--- config.mk ---
export PLATFORM = sky130hd
export DESIGN_NAME = id_ex_hazard_stage
export DESIGN_NICKNAME = d
export VERILOG_FILES = /design/src/rtl/pipe_pkg.sv /design/src/rtl/id_ex_hazard_stage_load_use_detect.sv /design/src/rtl/id_ex_hazard_stage.sv
export SDC_FILE = /design/constraint.sdc
export NUM_CORES = 1
export LEC_CHECK = 0
export CORE_MARGIN = 2
export CORE_UTILIZATION = 38
export DETAILED_ROUTE_END_ITERATION = 12
export PLACE_DENSITY = 0.8
export SYNTH_ARGS = -nofsm -noshare
export SYNTH_HDL_FRONTEND = slang
export SYNTH_SLANG_ARGS = --single-unit
--- constraint.sdc ---
create_clock -name clk -period 1.9 [get_ports clk]
set_input_delay 0.285 -clock clk [delete_from_list [all_inputs] [get_ports clk]]
set_output_delay 0.285 -clock clk [all_outputs]
set_load 0.01 [all_outputs]
--- src/rtl/pipe_pkg.sv ---
// Shared pipeline definitions: widths, the zero register, the control-bundle
// bubble and the ALU operation encodings used by decode, EX and the ALU.
package pipe_pkg;

    localparam int RW = 4;
    localparam int DW = 16;

    localparam logic [RW-1:0] REG_ZERO = 4'b0;

    typedef struct packed {
        logic reg_write;
        logic mr;
        logic mw;
        logic alu_src;
        logic valid;
    } ctrl_t;

    // A bubble never writes the register file or touches memory.
    localparam ctrl_t CTRL_BUBBLE = '0;

    typedef enum logic [3:0] {
        ALU_ADD = 4'd0,
        ALU_SUB = 4'd1,
        ALU_AND = 4'd2,
        ALU_OR  = 4'd3,
        ALU_XOR = 4'd4,
        ALU_SLL = 4'd5,
        ALU_SRL = 4'd6,
        ALU_SRA = 4'd7,
        ALU_SLT = 4'd8
    } alu_op_e;

endpackage

--- src/rtl/id_ex_hazard_stage_load_use_detect.sv ---
// Load-use hazard equation: the instruction in ID reads the register a load
// in EX is about to produce, so it must wait one cycle.
module load_use_detect
    import pipe_pkg::*;
#(
    parameter int RW = 4
) (
    input  logic          id_valid,
    input  logic [RW-1:0] id_rn1,
    input  logic [RW-1:0] id_rn2,
    input  logic          id_use1,
    input  logic          id_use2,
    input  logic          ex_valid,
    input  logic          ex_mr,
    input  logic [RW-1:0] ex_wn,
    input  logic          ex_flush,
    output logic          stall
);

    logic hit1;
    logic hit2;

    // Register 0 is never a real producer; a flush already squashes ID.
    always_comb begin
        hit1  = id_use1 && (id_rn1 == ex_wn);
        hit2  = id_use2 && (id_rn2 == ex_wn);
        stall = id_valid && ex_valid && ex_mr && (ex_wn != RW'(REG_ZERO))
                && (hit1 || hit2) && !ex_flush;
    end

endmodule

--- src/rtl/id_ex_hazard_stage.sv ---
// ID/EX pipeline register with load-use bubble insertion, branch flush and
// a saturating count of bubbles caused by load-use stalls.
module id_ex_hazard_stage
    import pipe_pkg::*;
#(
    parameter int DW   = 16,
    parameter int RW   = 4,
    parameter int AOPW = 4,
    parameter int CW   = 16
) (
    input  logic            clk,
    input  logic            rst,
    input  logic            id_valid,
    input  logic [RW-1:0]   id_rn1,
    input  logic [RW-1:0]   id_rn2,
    input  logic            id_use1,
    input  logic            id_use2,
    input  logic [RW-1:0]   id_wn,
    input  logic [DW-1:0]   id_rd1,
    input  logic [DW-1:0]   id_rd2,
    input  logic [DW-1:0]   id_imm,
    input  logic            id_RegWrite,
    input  logic            id_MR,
    input  logic            id_MW,
    input  logic            id_ALUSrc,
    input  logic [AOPW-1:0] id_alu_op,
    input  logic            ex_flush,
    output logic [RW-1:0]   ID_EX_rn1,
    output logic [RW-1:0]   ID_EX_rn2,
    output logic [RW-1:0]   ID_EX_wn,
    output logic [DW-1:0]   ID_EX_rd1,
    output logic [DW-1:0]   ID_EX_rd2,
    output logic [DW-1:0]   ID_EX_imm,
    output logic            ID_EX_RegWrite,
    output logic            ID_EX_MR,
    output logic            ID_EX_MW,
    output logic            ID_EX_ALUSrc,
    output logic            ID_EX_valid,
    output logic [AOPW-1:0] ID_EX_alu_op,
    output logic            stall,
    output logic [CW-1:0]   stall_count
);

    ctrl_t ctrl_p1;
    logic  hazard;

    function automatic logic [CW-1:0] sat_inc(input logic [CW-1:0] v);
        return (&v) ? v : v + CW'(1);
    endfunction

    load_use_detect #(.RW(RW)) u_detect (
        .id_valid (id_valid),
        .id_rn1   (id_rn1),
        .id_rn2   (id_rn2),
        .id_use1  (id_use1),
        .id_use2  (id_use2),
        .ex_valid (ctrl_p1.valid),
        .ex_mr    (ctrl_p1.mr),
        .ex_wn    (ID_EX_wn),
        .ex_flush (ex_flush),
        .stall    (hazard)
    );

    // Never ask the front end to hold while the pipeline is being reset.
    assign stall = hazard && !rst;

    assign ID_EX_RegWrite = ctrl_p1.reg_write;
    assign ID_EX_MR       = ctrl_p1.mr;
    assign ID_EX_MW       = ctrl_p1.mw;
    assign ID_EX_ALUSrc   = ctrl_p1.alu_src;
    assign ID_EX_valid    = ctrl_p1.valid;

    // ID -> EX boundary: capture, or load a fully cleared bubble.
    always_ff @(posedge clk) begin
        if (rst) begin
            ctrl_p1      <= CTRL_BUBBLE;
            ID_EX_rn1    <= '0;
            ID_EX_rn2    <= '0;
            ID_EX_wn     <= '0;
            ID_EX_rd1    <= '0;
            ID_EX_rd2    <= '0;
            ID_EX_imm    <= '0;
            ID_EX_alu_op <= '0;
            stall_count  <= '0;
        end else begin
            if (ex_flush || stall || !id_valid) begin
                ctrl_p1      <= CTRL_BUBBLE;
                ID_EX_rn1    <= '0;
                ID_EX_rn2    <= '0;
                ID_EX_wn     <= '0;
                ID_EX_rd1    <= '0;
                ID_EX_rd2    <= '0;
                ID_EX_imm    <= '0;
                ID_EX_alu_op <= '0;
            end else begin
                ctrl_p1      <= '{reg_write: id_RegWrite, mr: id_MR, mw: id_MW,
                                  alu_src: id_ALUSrc, valid: 1'b1};
                ID_EX_rn1    <= id_rn1;
                ID_EX_rn2    <= id_rn2;
                ID_EX_wn     <= id_wn;
                ID_EX_rd1    <= id_rd1;
                ID_EX_rd2    <= id_rd2;
                ID_EX_imm    <= id_imm;
                ID_EX_alu_op <= id_alu_op;
            end
            if (stall) begin
                stall_count <= sat_inc(stall_count);
            end
        end
    end

endmodule
; ---- Word-level counts from Yosys, hierarchy flattened
; Index checks and enable logic that the tools add are counted.
[word_totals]
regBits = 85
out_inout_bits = 86
elab_cells = 36
[op_classes]
add_sub_neg = 1
n_eq_ne = 2
muxes = 1
bitwise_logic = 1
reduce_logical = 18
[ops]
columns = cell, n
row1 = $add A16 B1 Y16 const B, 1
row2 = $reduce_and A16 Y1, 1
row3 = $eq A4 B4 Y1, 2
row4 = $logic_and A1 B1 Y1, 8
row5 = $reduce_bool A4 Y1, 1
row6 = $logic_not A1 Y1, 3
row7 = $logic_or A1 B1 Y1, 3
row8 = $reduce_and A2 Y1, 1
row9 = $reduce_or A2 Y1, 1
row10 = $mux W1, 1
row11 = $not A1 Y1, 1

; ---- Longest topological paths before layout
; Gate-level depths: netlist (run 1).
[depth]
depth_word = 9
mapped_depth = 8
mapped_depth_nobuf = 6

; ---- Modules after synthesis
; From an unflattened synthesis (run 1), not the netlist that was laid out.
[unflattened]
hier_cells = 257
hier_area_um2 = 2820.2
[by_module_without_submodules]
columns = module, instances, cells_per_inst, area_each_um2, seq_area_each_um2
row1 = id_ex_hazard_stage, 1, 242, 2706.3, 1701.6
row2 = load_use_detect, 1, 15, 113.9, 0.0

; ---- Least setup slack after synthesis (run 1)
; OpenSTA, ideal clock, no wires.
[synth_path]
path_kind = register to register
startpoint = reg ID_EX_wn[1]
endpoint = reg stall_count[12]
setup_time_ns = 0.123
t_arrival_ns = 1.688
required_ns = 1.777
path_slack_ns = 0.088
path_stages_with_launch = 6
synth_period_minus_slack_ns = 1.812
path_cell_list = dfxtp_1 xor2_1 nor4_2 o21ai_1 nor4b_1 mux2_1
[synth_via]
elab_chain_len = 7
word_cells_on_any_way = 11
[synth_rtl]
columns = item, line_no
row1 = start: declaration, id_ex_hazard_stage.sv:30  ; output logic [RW-1:0] ID_EX_wn,
row2 = start signal: assignment, id_ex_hazard_stage.sv:100  ; ID_EX_wn <= id_wn;
row3 = $eq A4 B4 Y1 (on tied branches), "id_ex_hazard_stage_load_use_detect.sv:25, id_ex_hazard_stage_load_use_detect.sv:26"
row4 = $logic_and A1 B1 Y1 (on tied branches), "id_ex_hazard_stage_load_use_detect.sv:25, id_ex_hazard_stage_load_use_detect.sv:26"
row5 = $logic_or A1 B1 Y1, id_ex_hazard_stage_load_use_detect.sv:28  ; && (hit1 || hit2) && !ex_flush;
row6 = $logic_and A1 B1 Y1 * (2 in series), id_ex_hazard_stage_load_use_detect.sv:28
row7 = $logic_and A1 B1 Y1 *, id_ex_hazard_stage.sv:65  ; assign stall = hazard && !rst;
row8 = $reduce_and A2 Y1 (no line) *, --
row9 = end signal: assignment, id_ex_hazard_stage.sv:107  ; stall_count <= sat_inc(stall_count);
row10 = end: declaration, id_ex_hazard_stage.sv:41  ; output logic [CW-1:0] stall_count
; Every way passes the cells marked *; elsewhere a longest branch is shown, timed or not.
; A chain may end at the register's enable or synchronous reset.

; ---- Final worst setup path (run 1)
[layout_path]
startpoint = in id_rn2[0]
endpoint = reg stall_count[14]
[layout_via]
elab_chain_len = 7
[layout_rtl]
columns = item, line_no
row1 = start: declaration, id_ex_hazard_stage.sv:15  ; input logic [RW-1:0] id_rn2,
row2 = $eq A4 B4 Y1, id_ex_hazard_stage_load_use_detect.sv:26  ; hit2 = id_use2 && (id_rn2 == ex_wn);
row3 = $logic_and A1 B1 Y1, id_ex_hazard_stage_load_use_detect.sv:26
row4 = $logic_or A1 B1 Y1, id_ex_hazard_stage_load_use_detect.sv:28
row5 = $logic_and A1 B1 Y1 (2 in series), id_ex_hazard_stage_load_use_detect.sv:28
row6 = $logic_and A1 B1 Y1, id_ex_hazard_stage.sv:65
row7 = $reduce_and A2 Y1 (no line), --
; No other way between the ends.

==> run_results.csv, run 1 <==
group,metric,value,unit
sta,rsz0062_at_grt,"true",
final_layout,final_common_cell,"clkdlybuf4s50_1",
logic_synthesis,seq_area_frac_synth,60.6,%
logic_synthesis,synth_edf_count,0,
setup_path,r2r_slack,-0.02,ns
sta,fin_skew,0.0132,ns
job,maxCapViolations,0,
sta,worst_pin_slew,0.360,ns
floorplan,core_area,7210,µm²
final_layout,mostFrequentLayoutCells,"clkdlybuf4s50_1, dfxtp_1, and2_1",
sta,max-slew-margin-rel,75.8,%
grt,grt_usage,19.7,%
clock_network,clk_pin_slew_worst_paths,0.08,ns
sta,fin_ws,-0.0496,ns
sta,maxSlewViolCount,0,
final_layout,design_area,5100,µm²
min_path,hold_class,"primary input to flip-flop",
status,status,"finished, violations left",
setup_path,worstSetupPathType,"primary input to flip-flop",
logic_synthesis,synthTopCellsByArea,"dfxtp_1, and2_1, xor2_1",
logic_synthesis,netlist.area_leader.share,60.6,%
clock_network,cts_tree,"done",
setup_path,crit_buf_inv,2,
pwr,irDropWorstVdd,0.455,mV
final_layout,fin_nets,516,
routing,drtIter0Drc,30,
setup_path,crit_slowest_cell,"clkdlybuf4s50_1",
sta,whs,0.294,ns
clock_network,cts_sinks,85,
floorplan,dieArea,8090,µm²
setup_path,crit_required,2.13,ns
setup_path,end_kind,"flip-flop",
status,violations,"negative setup slack",
setup_path,crit_fanout,3,
sta,min_period,1.95,ns
floorplan,io_pins,160,
logic_synthesis,avgSynthCellArea,11.1,µm²
setup_path,timing.rr.start,"ID_EX_wn[1]",
grt,grt_max_degree,36,
setup_path,startpoint_type,"primary input",
grt,antenna_found_initial,0,
placed_design,place_hpwl,5910,µm
placed_design,pre_cts_slack,-0.528,ns
setup_path,crit_path_start,"id_rn2[0]",
logic_synthesis,ys_types,35,
pwr,powerDensity,713,nW/µm²
final_layout,finish.utilization,70.7,%
sta,clock.fmax,513,MHz
clock_network,postCtsHoldBufs,0,
pwr,p_leak,1.98,nW
grt,overflow,0,
final_layout,drive_gt1_share,18.8,%
final_layout,insertedDiodeCount,0,
placed_design,place_area,4660,µm²
placed_design,dp_cells,525,
logic_synthesis,synth_ff_type,"dfxtp_1",
min_path,min-delay-start,"id_rn1[0]",
setup_path,crit_top_cell,"nor4_4",
clock_network,cts_buffer_depth,2,
floorplan,fp-row-count,31,
floorplan,initial_core_util,38.9,%
sta,setup_viol,11,
routing,wire_per_inst,14.7,µm
logic_synthesis,synthArstFlopShare,0,%
routing,route.vias.total,2495,
routing,ant_nets,0,
setup_path,arrival,2.18,ns
grt,grt_pass1_wl,12600,µm
sta,finalHoldViolCount,0,
placed_design,gp_congestion,0.745,
logic_synthesis,ys_seq_elements,85,
routing,drt_wl_total,8020,µm
floorplan,chipWidth,90.0,µm
setup_path,path_cells,"clkdlybuf4s50_1, xor2_2, nor4_4, o21ai_2, buf_6, nor4_4, mux2_4",
routing,vias_per_cell,4.58,
logic_synthesis,syn_inst,254,
clock_network,cts_buffers,9,
logic_synthesis,syn-cell-area,2810,µm²
logic_synthesis,yosys_warnings,0,
routing,first_pass_iters,4,
logic_synthesis,yosysTopAreaCell,"dfxtp_1",
final_layout,area_delta_synth_final,81.7,%
setup_path,cp_top_family,"simple AND/OR/NAND/NOR gates",
clock_network,clk_latency,0.34,ns
final_layout,fin_cells,545,
clock_network,cts-root-buf,"clkbuf_8",
logic_synthesis,synth_nets,329,
grt,grt_pass1_vias,2564,
setup_path,crit_path_max_incr_delay,0.46,ns
placed_design,io_buffer_count,159,
sta,finalCritPeriodShare,103,%
clock_network,h-tree-depth,3,
routing,drc,0,
floorplan,die_y,90.0,µm
-- layer usage --
layer	wire, µm	GRT usage (%)	vias to the layer above
li1	-	-	1213
met1	3060	20.8	1160
met2	4180	36.3	112
met3	654	7.38	10
met4	117	5.90	0
met5	0	0	-
-- cells by family after synthesis --
family / share of synthesized area [%]
buffers and inverters: 2.63
multiplexers: 1.69
XOR/XNOR: 2.81
flip-flops: 60.6
AND/OR/NAND/NOR: 26.6
AO/OA/AOI/OAI: 5.17
adder cells (fa/ha/maj): 0.446
-- state kept, by name, indices dropped and copies added, names as in the netlist, 4 cells and up --
signal and cells:
ID_EX_alu_op 4, ID_EX_imm 16, ID_EX_rd1 16, ID_EX_rd2 16, ID_EX_rn1 4, ID_EX_rn2 4, ID_EX_wn 4, stall_count 16
-- cells in the mapped netlist, types with 2 or more instances --
library cell and instances:
a21oi_1 11, and2_1 68, and3_1 2, buf_2 2, clkbuf_1 6, dfxtp_1 85, inv_1 2, nand2_1 6
nand3_1 7, nand3_2 2, nand4_1 2, nor2_1 7, nor2b_1 3, nor4_1 2, nor4_2 3, o21ai_1 7
o31ai_1 5, or3_1 6, or4_1 5, xnor2_1 2, xor2_1 7
-- report_power, final --
group          switching [W]  internal (W)  leakage, nW  total, W
registers          0.0000143       0.00182        0.692   0.00183
logic               0.000111      0.000240         1.17  0.000351
clock network       0.000631      0.000823        0.118   0.00145
total               0.000756       0.00288         1.98   0.00364
-- final timing paths --
path | to | cells after the start
min | ID_EX_rn1[0] | 2
max | stall_count[14] | 7
min reg2reg | stall_count[4] | 2
max reg2reg | stall_count[14] | 6
-- worst reg2reg max path, cell delays in order, from the launching register on --
cell,delay (ns)
dfxtp_4,0.37
xor2_1,0.18
nor4_4,0.41
o21ai_2,0.13
buf_6,0.14
nor4_4,0.25
mux2_4,0.32
-- stage by stage --
stage | total power, W | setup TNS, ns
6_report | 0.00364 | -0.145
5_1_grt | 0.00377 | -7.17
4_1_cts | 0.00367 | -1.01
3_5_place_dp | 0.00221 | -29.35
3_3_place_gp | 0.00220 | -26.33
2_1_floorplan | 0.00195 | 0
-- timing repair --
action | CTS | global route
setup buffers | 3 | 1
resized for setup | 27 | 21
endpoints found under the setup margin | 58 | 85
endpoints found under the hold margin | 0 | 0
pin swaps | 25 | 4
-- area by class of cell --
type                       count  area (µm²)
multi-input combinational    156        1190
clock inverter                 4        77.6
timing repair buffer         187        1840
clock buffer                  12         155
tap                           99         124
fill                         542        2110
inverter                       2        7.51
sequential                    85        1710
(Power assumes the default switching activity.)
==> run 2, diff against run 1 <==
CORE_UTILIZATION = 61   (was 38)
DONT_BUFFER_PORTS = 1   (was not set)
PLACE_DENSITY = 0.77   (was 0.8)
SLEW_MARGIN = 20   (was not set)
==> run 2 against run 1 <==
The run still ends with negative setup slack left. Count of clock-buffer cells in the layout did not move. Largest cell class is now registers. Critical path type is now flip-flop to flip-flop. Global-route usage rose by 3.9 points. Critical path depth fell by 1. Largest power group unchanged. Clock skew fell by 0.0072 ns.
==> run_results.csv, run 2 (same netlist as run 1, synthesis figures left out) <==
group,metric,value,unit
routing,first_pass_iters,4,
routing,ant_nets,0,
status,status,"finished, violations left",
grt,grt_max_degree,70,
grt,grt_usage,23.6,%
sta,setup_tns,-0.0103,ns
pwr,irDropWorstVdd,0.602,mV
pwr,p_seq_share,58.8,%
setup_path,reg2regPathDepth,6,
setup_path,end_kind,"flip-flop",
floorplan,dieArea,5160,µm²
sta,fin_ws,-0.0103,ns
sta,maxSlewViolCount,0,
placed_design,io_buffer_count,0,
grt,grt_pass1_vias,1903,
setup_path,timing.rr.start,"ID_EX_wn[1]",
min_path,min-delay-start,"id_alu_op[2]",
clock_network,clk_pin_slew_worst_paths,0.08,ns
clock_network,cts_tree,"done",
placed_design,gp_congestion,0.818,
routing,wire_per_inst,18.2,µm
job,maxCapViolations,0,
clock_network,clk_latency,0.34,ns
setup_path,cp_top_family,"simple AND/OR/NAND/NOR gates",
final_layout,fin_nets,365,
final_layout,mostFrequentLayoutCells,"dfxtp_1, and2_1, buf_4",
setup_path,reg2reg_to,"stall_count[9]",
grt,grt_pass1_wl,9180,µm
placed_design,place_area,3020,µm²
min_path,hold_end,"ID_EX_alu_op[2]",
final_layout,drive_gt1_share,26.1,%
sta,max-slew-margin-rel,63.4,%
placed_design,place_hpwl,4100,µm
pwr,combPwrFrac,3.2,%
final_layout,design_area,3450,µm²
sta,clock.fmax,523,MHz
floorplan,initial_core_util,64.0,%
routing,drtIter0Drc,77,
sta,rsz0062_at_grt,"true",
pwr,powerDensity,913,nW/µm²
setup_path,crit_slowest_cell,"or4_4",
pwr,power.clock.fraction,38.0,%
clock_network,cts_buffer_depth,2,
final_layout,final_common_cell,"dfxtp_1",
pwr,p_leak,1.37,nW
floorplan,chipWidth,71.8,µm
setup_path,r2r_slack,-0.01,ns
setup_path,crit_fanout,5,
clock_network,h-tree-depth,3,
sta,setup_viol,1,
pwr,internal_power,0.00247,W
pwr,swShare,21.5,%
setup_path,crit_required,2.18,ns
routing,drt_wl_total,6320,µm
floorplan,core_area,4380,µm²
sta,finalCritPeriodShare,101,%
status,violations,"negative setup slack",
setup_path,path_cells,"xor2_1, nor4_4, buf_6, o21ai_4, or4_4, a21oi_2",
sta,worst_pin_slew,0.546,ns
floorplan,die_y,71.8,µm
routing,drc,0,
min_path,hold_class,"primary input to flip-flop",
pwr,p_switching,0.000676,W
floorplan,io_pins,160,
grt,overflow,0,
setup_path,crit_path_max_incr_delay,0.54,ns
final_layout,area_delta_synth_final,22.9,%
routing,vias_per_cell,5.56,
setup_path,crit_buf_inv,1,
setup_path,startpoint_type,"flip-flop",
sta,fin_skew,0.00603,ns
clock_network,cts_buffers,9,
sta,min_period,1.91,ns
floorplan,fp-row-count,24,
sta,finalHoldViolCount,0,
setup_path,worstSetupPathType,"flip-flop to flip-flop",
final_layout,insertedDiodeCount,0,
min_path,hold_depth,1,
setup_path,arrival,2.19,ns
routing,route.vias.total,1931,
grt,antenna_found_initial,0,
clock_network,cts_sinks,85,
clock_network,cts-root-buf,"clkbuf_8",
-- run 2: cell types whose count changed in the layout (fill, tap and decap cells not counted), sizes merged, moves of 2 or more --
| cell | previous run | this run |
|---|---|---|
| buf | 29 | 32 |
| clkdlybuf4s50 | 155 | 0 |
| clkinv | 0 | 3 |
| dlygate4sd2 | 2 | 0 |
| inv | 4 | 2 |
| o21ai | 8 | 10 |
-- run 2: worst register-to-register path, delay by kind of cell (launching register included) --
family	cells	cell delay, ns
simple gates	2	0.90
xor+xnor	1	0.18
buf+inv	1	0.19
compound gates	2	0.21
flops	1	0.37
-- run 2: worst max-delay path by stage --
stage	cells past startpoint	to	start
detailed placement	5	stall_count[14]	ID_EX_wn[1]
global route	7	stall_count[9]	ID_EX_wn[3]
global placement	6	stall_count[3]	ID_EX_wn[1]
CTS	6	stall	ID_EX_wn[2]
floorplan	5	stall_count[12]	ID_EX_wn[1]
finish	6	stall_count[9]	ID_EX_wn[1]
-- run 2: routing by layer --
layer / GRT usage, % / up-vias / part of all wire [%] / routed length (µm)
li1: - / 914 / - / -
met1: 24.8 / 885 / 36 / 2300
met2: 40.7 / 114 / 52 / 3280
met3: 7.88 / 18 / 9.0 / 570
met4: 14.0 / 0 / 2.7 / 170
met5: 0 / - / 0 / 0
-- run 2: what timing repair did --
item / 4_1_cts / 5_1_grt
hold buffers: 1 / 0
cloned: 2 / 1
pin swaps: 9 / 10
gates resized for setup: 9 / 24
setup buffers: 3 / 2
endpoints found under the hold margin: 13 / 0
setup endpoints to repair: 9 / 83
-- run 2: cell type report --
type	instances	area, µm²
Clock buffer	12	135
Clock inverter	4	48.8
Fill cell	284	935
Inverter	2	10.0
Multi-Input combinational cell	158	1170
Sequential cell	85	1720
Tap cell	52	65.1
Timing Repair Buffer	34	299
-- run 2: metrics by stage --
stage	utilization, %	power [W]	setup WS [ns]	instances	hold slack (ns)
finish	78.7	0.00315	-0.0103	347	0.0556
floorplan	-	0.00195	0.0883	254	0.407
global placement	68.9	0.00197	0.0254	322	0.357
detailed placement	68.9	0.00197	-0.0526	322	0.359
CTS	75.2	0.00316	-0.00960	344	0.0430
global route	78.7	0.00327	-0.0806	347	0.0402
-- run 2: power by group through the flow --
stage	Clock (W)	Combinational [W]	Sequential, W
finish	0.00120	0.0000999	0.00185
global route	0.00130	0.000110	0.00186
CTS	0.00121	0.0000890	0.00186
detailed placement	0	0.0000743	0.00190
global placement	0	0.0000710	0.00190
floorplan	0	0.0000597	0.00189
==> run 3, diff against run 2 <==
SYNTH_HIERARCHICAL = 1   (was not set)
==> run 3 against run 2 <==
The flow still finishes with violations (negative setup slack). Sequential power about the same. Sequential share of layout area grew 0.053 points. Combinational power fell by 20%.
==> run_results.csv, run 3 <==
group,metric,value,unit
status,status,"finished, violations left",
status,violations,"negative setup slack",
setup_path,path_depth,9,
logic_synthesis,synthTopCellsByArea,"dfxtp_1, and2_1, a21oi_1",
sta,finalHoldViolCount,0,
logic_synthesis,synth_common_cells,"dfxtp_1, and2_1, a21oi_1",
pwr,p_seq_share,57.4,%
placed_design,io_buffer_count,0,
floorplan,io_pins,160,
sta,clock.fmax,495,MHz
sta,setup_tns,-0.694,ns
logic_synthesis,syn_inst,257,
final_layout,design_area,3420,µm²
clock_network,cts-root-buf,"clkbuf_8",
grt,grt_usage,23.8,%
sta,fin_skew,0.00711,ns
floorplan,core_area,4410,µm²
pwr,powerDensity,944,nW/µm²
setup_path,crit_fanout,8,
setup_path,crit_required,2.13,ns
min_path,hold_depth,1,
routing,wire_per_inst,17.7,µm
logic_synthesis,netlist.area_leader.share,60.3,%
routing,first_pass_iters,4,
final_layout,fin_cells,351,
min_path,hold_class,"primary input to flip-flop",
clock_network,clk_pin_slew_worst_paths,0.08,ns
final_layout,mostFrequentLayoutCells,"dfxtp_1, and2_1, buf_4",
floorplan,chipWidth,72.0,µm
floorplan,die_y,72.0,µm
pwr,p_leak,1.42,nW
logic_synthesis,synth_nets,332,
placed_design,gp_congestion,0.887,
final_layout,n_fill_cell,295,
setup_path,path_cells,"xor2_1, nor3_1, nand3_1, a21oi_2, and3b_2, nand2_4, buf_4, o31ai_1, a21oi_2",
setup_path,r2r_slack,-0.12,ns
routing,drtIter0Drc,89,
clock_network,cts_buffer_depth,2,
clock_network,clk_latency,0.34,ns
pwr,combPwrFrac,2.5,%
setup_path,end_kind,"flip-flop",
logic_synthesis,synth_ff_type,"dfxtp_1",
grt,grt_max_degree,45,
placed_design,dp_cells,329,
logic_synthesis,ys_seq_elements,85,
min_path,hold_end,"stall_count[15]",
placed_design,place_area,3100,µm²
logic_synthesis,ys_types,38,
floorplan,fp-row-count,24,
pwr,swShare,21.0,%
setup_path,timing.rr.start,"ID_EX_wn[0]",
pwr,p_switching,0.000678,W
pwr,internal_power,0.00255,W
setup_path,arrival,2.24,ns
final_layout,area_delta_synth_final,21.4,%
logic_synthesis,yosysMostFrequentCell,"dfxtp_1",
clock_network,postCtsHoldBufs,2,
logic_synthesis,synth_edf_count,0,
final_layout,final_common_cell,"dfxtp_1",
sta,rsz0062_at_grt,"true",
routing,drc,0,
logic_synthesis,yosys_warnings,6,
setup_path,reg2regPathDepth,9,
clock_network,cts_tree,"done",
job,maxCapViolations,0,
sta,min_period,2.02,ns
final_layout,fin_nets,369,
sta,fin_ws,-0.118,ns
final_layout,drive_gt1_share,24.7,%
pwr,irDropWorstVdd,0.736,mV
setup_path,reg2reg_to,"stall_count[9]",
sta,max-slew-margin-rel,76.9,%
routing,vias_per_cell,5.65,
routing,ant_nets,0,
grt,overflow,0,
sta,setup_viol,16,
setup_path,crit_buf_inv,1,
logic_synthesis,yosysTopAreaCell,"dfxtp_1",
logic_synthesis,seq_area_frac_synth,60.3,%
routing,drt_wl_total,6200,µm
min_path,min-delay-start,"rst",
sta,whs,0.00179,ns
logic_synthesis,syn-cell-area,2820,µm²
setup_path,startpoint_type,"flip-flop",
routing,route.vias.total,1982,
grt,antenna_found_initial,0,
setup_path,crit_path_start,"ID_EX_wn[0]",
setup_path,crit_slowest_cell,"dfxtp_2",
logic_synthesis,avgSynthCellArea,11.0,µm²
setup_path,crit_top_cell,"a21oi_2",
setup_path,crit_path_max_incr_delay,0.36,ns
sta,worst_pin_slew,0.343,ns
logic_synthesis,synthArstFlopShare,0,%
clock_network,h-tree-depth,3,
sta,finalCritPeriodShare,106,%
pwr,power.clock.fraction,40.1,%
setup_path,cp_top_family,"simple AND/OR/NAND/NOR gates",
grt,grt_pass1_vias,1979,
grt,grt_pass1_wl,9320,µm
placed_design,pre_cts_slack,-0.167,ns
clock_network,cts_buffers,9,
clock_network,cts_sinks,85,
final_layout,insertedDiodeCount,0,
placed_design,place_hpwl,4300,µm
sta,maxSlewViolCount,0,
floorplan,dieArea,5180,µm²
floorplan,initial_core_util,63.9,%
setup_path,worstSetupPathType,"flip-flop to flip-flop",
-- run 3: logic make-up (layout without fill, tap and decap cells) --
group	count (synthesis)	count (layout)	synth area share (%)
simple gates	118	118	27.2
flops	85	85	60.3
compound gates	29	29	6.48
buf+inv	12	54	1.60
xor+xnor	8	8	2.48
mux	4	4	1.51
fa+ha+maj	1	1	0.444
-- run 3: worst reg2reg max path: cells and delay by family, from the launching register on --
| kind | cells | cell delay [ns] |
|---|---|---|
| buffers and inverters | 1 | 0.14 |
| AO/OA/AOI/OAI | 3 | 0.60 |
| flip-flops | 1 | 0.36 |
| AND/OR/NAND/NOR | 4 | 0.61 |
| XOR/XNOR | 1 | 0.18 |
-- run 3: worst max path at each step --
stage	to	slack, ns
final	stall_count[9]	-0.12
after global routing	stall_count[9]	-0.19
after CTS	stall_count[15]	-0.09
after detailed placement	stall_count[13]	-0.17
after global placement	stall_count[13]	-0.09
after floorplan	stall_count[7]	-0.20
-- run 3: metrics by stage --
step | utilization (%) | total power [W]
final | 77.6 | 0.00323
after global routing | 77.6 | 0.00335
after CTS | 77.0 | 0.00325
after detailed placement | 70.3 | 0.00197
after global placement | 70.3 | 0.00196
after floorplan | - | 0.00195
-- run 3: power groups by stage --
stage | logic [W] | registers [W] | clock network (W)
global route | 0.0000882 | 0.00186 | 0.00141
global placement | 0.0000664 | 0.00190 | 0
finish | 0.0000798 | 0.00186 | 0.00130
floorplan | 0.0000520 | 0.00189 | 0
CTS | 0.0000796 | 0.00186 | 0.00131
detailed placement | 0.0000694 | 0.00190 | 0
-- run 3: cell type report --
class,instances,area (µm²),area share (%)
sequential,85,1710,49.8
multi-input combinational,160,1140,33.3
timing repair buffer,36,295,8.63
clock buffer,12,155,4.53
tap,52,65.1,1.90
clock inverter,4,55.1,1.61
inverter,2,7.51,0.219
-- run 3: timing repair --
| action | 4_1_cts | 5_1_grt |
|---|---|---|
| setup endpoints to repair | 78 | 82 |
| pin swaps | 15 | 4 |
| setup buffers | 3 | 0 |
| endpoints found under the hold margin | 5 | 5 |
| resized for setup | 10 | 8 |
| cloned | 1 | 0 |
-- run 3: layer usage --
layer,global-route usage [%],vias up,part of all wire [%]
met3,7.92,22,9.1
li1,-,941,-
met2,41.4,113,50
met5,0,-,0
met4,14.7,0,3.3
met1,24.7,906,37
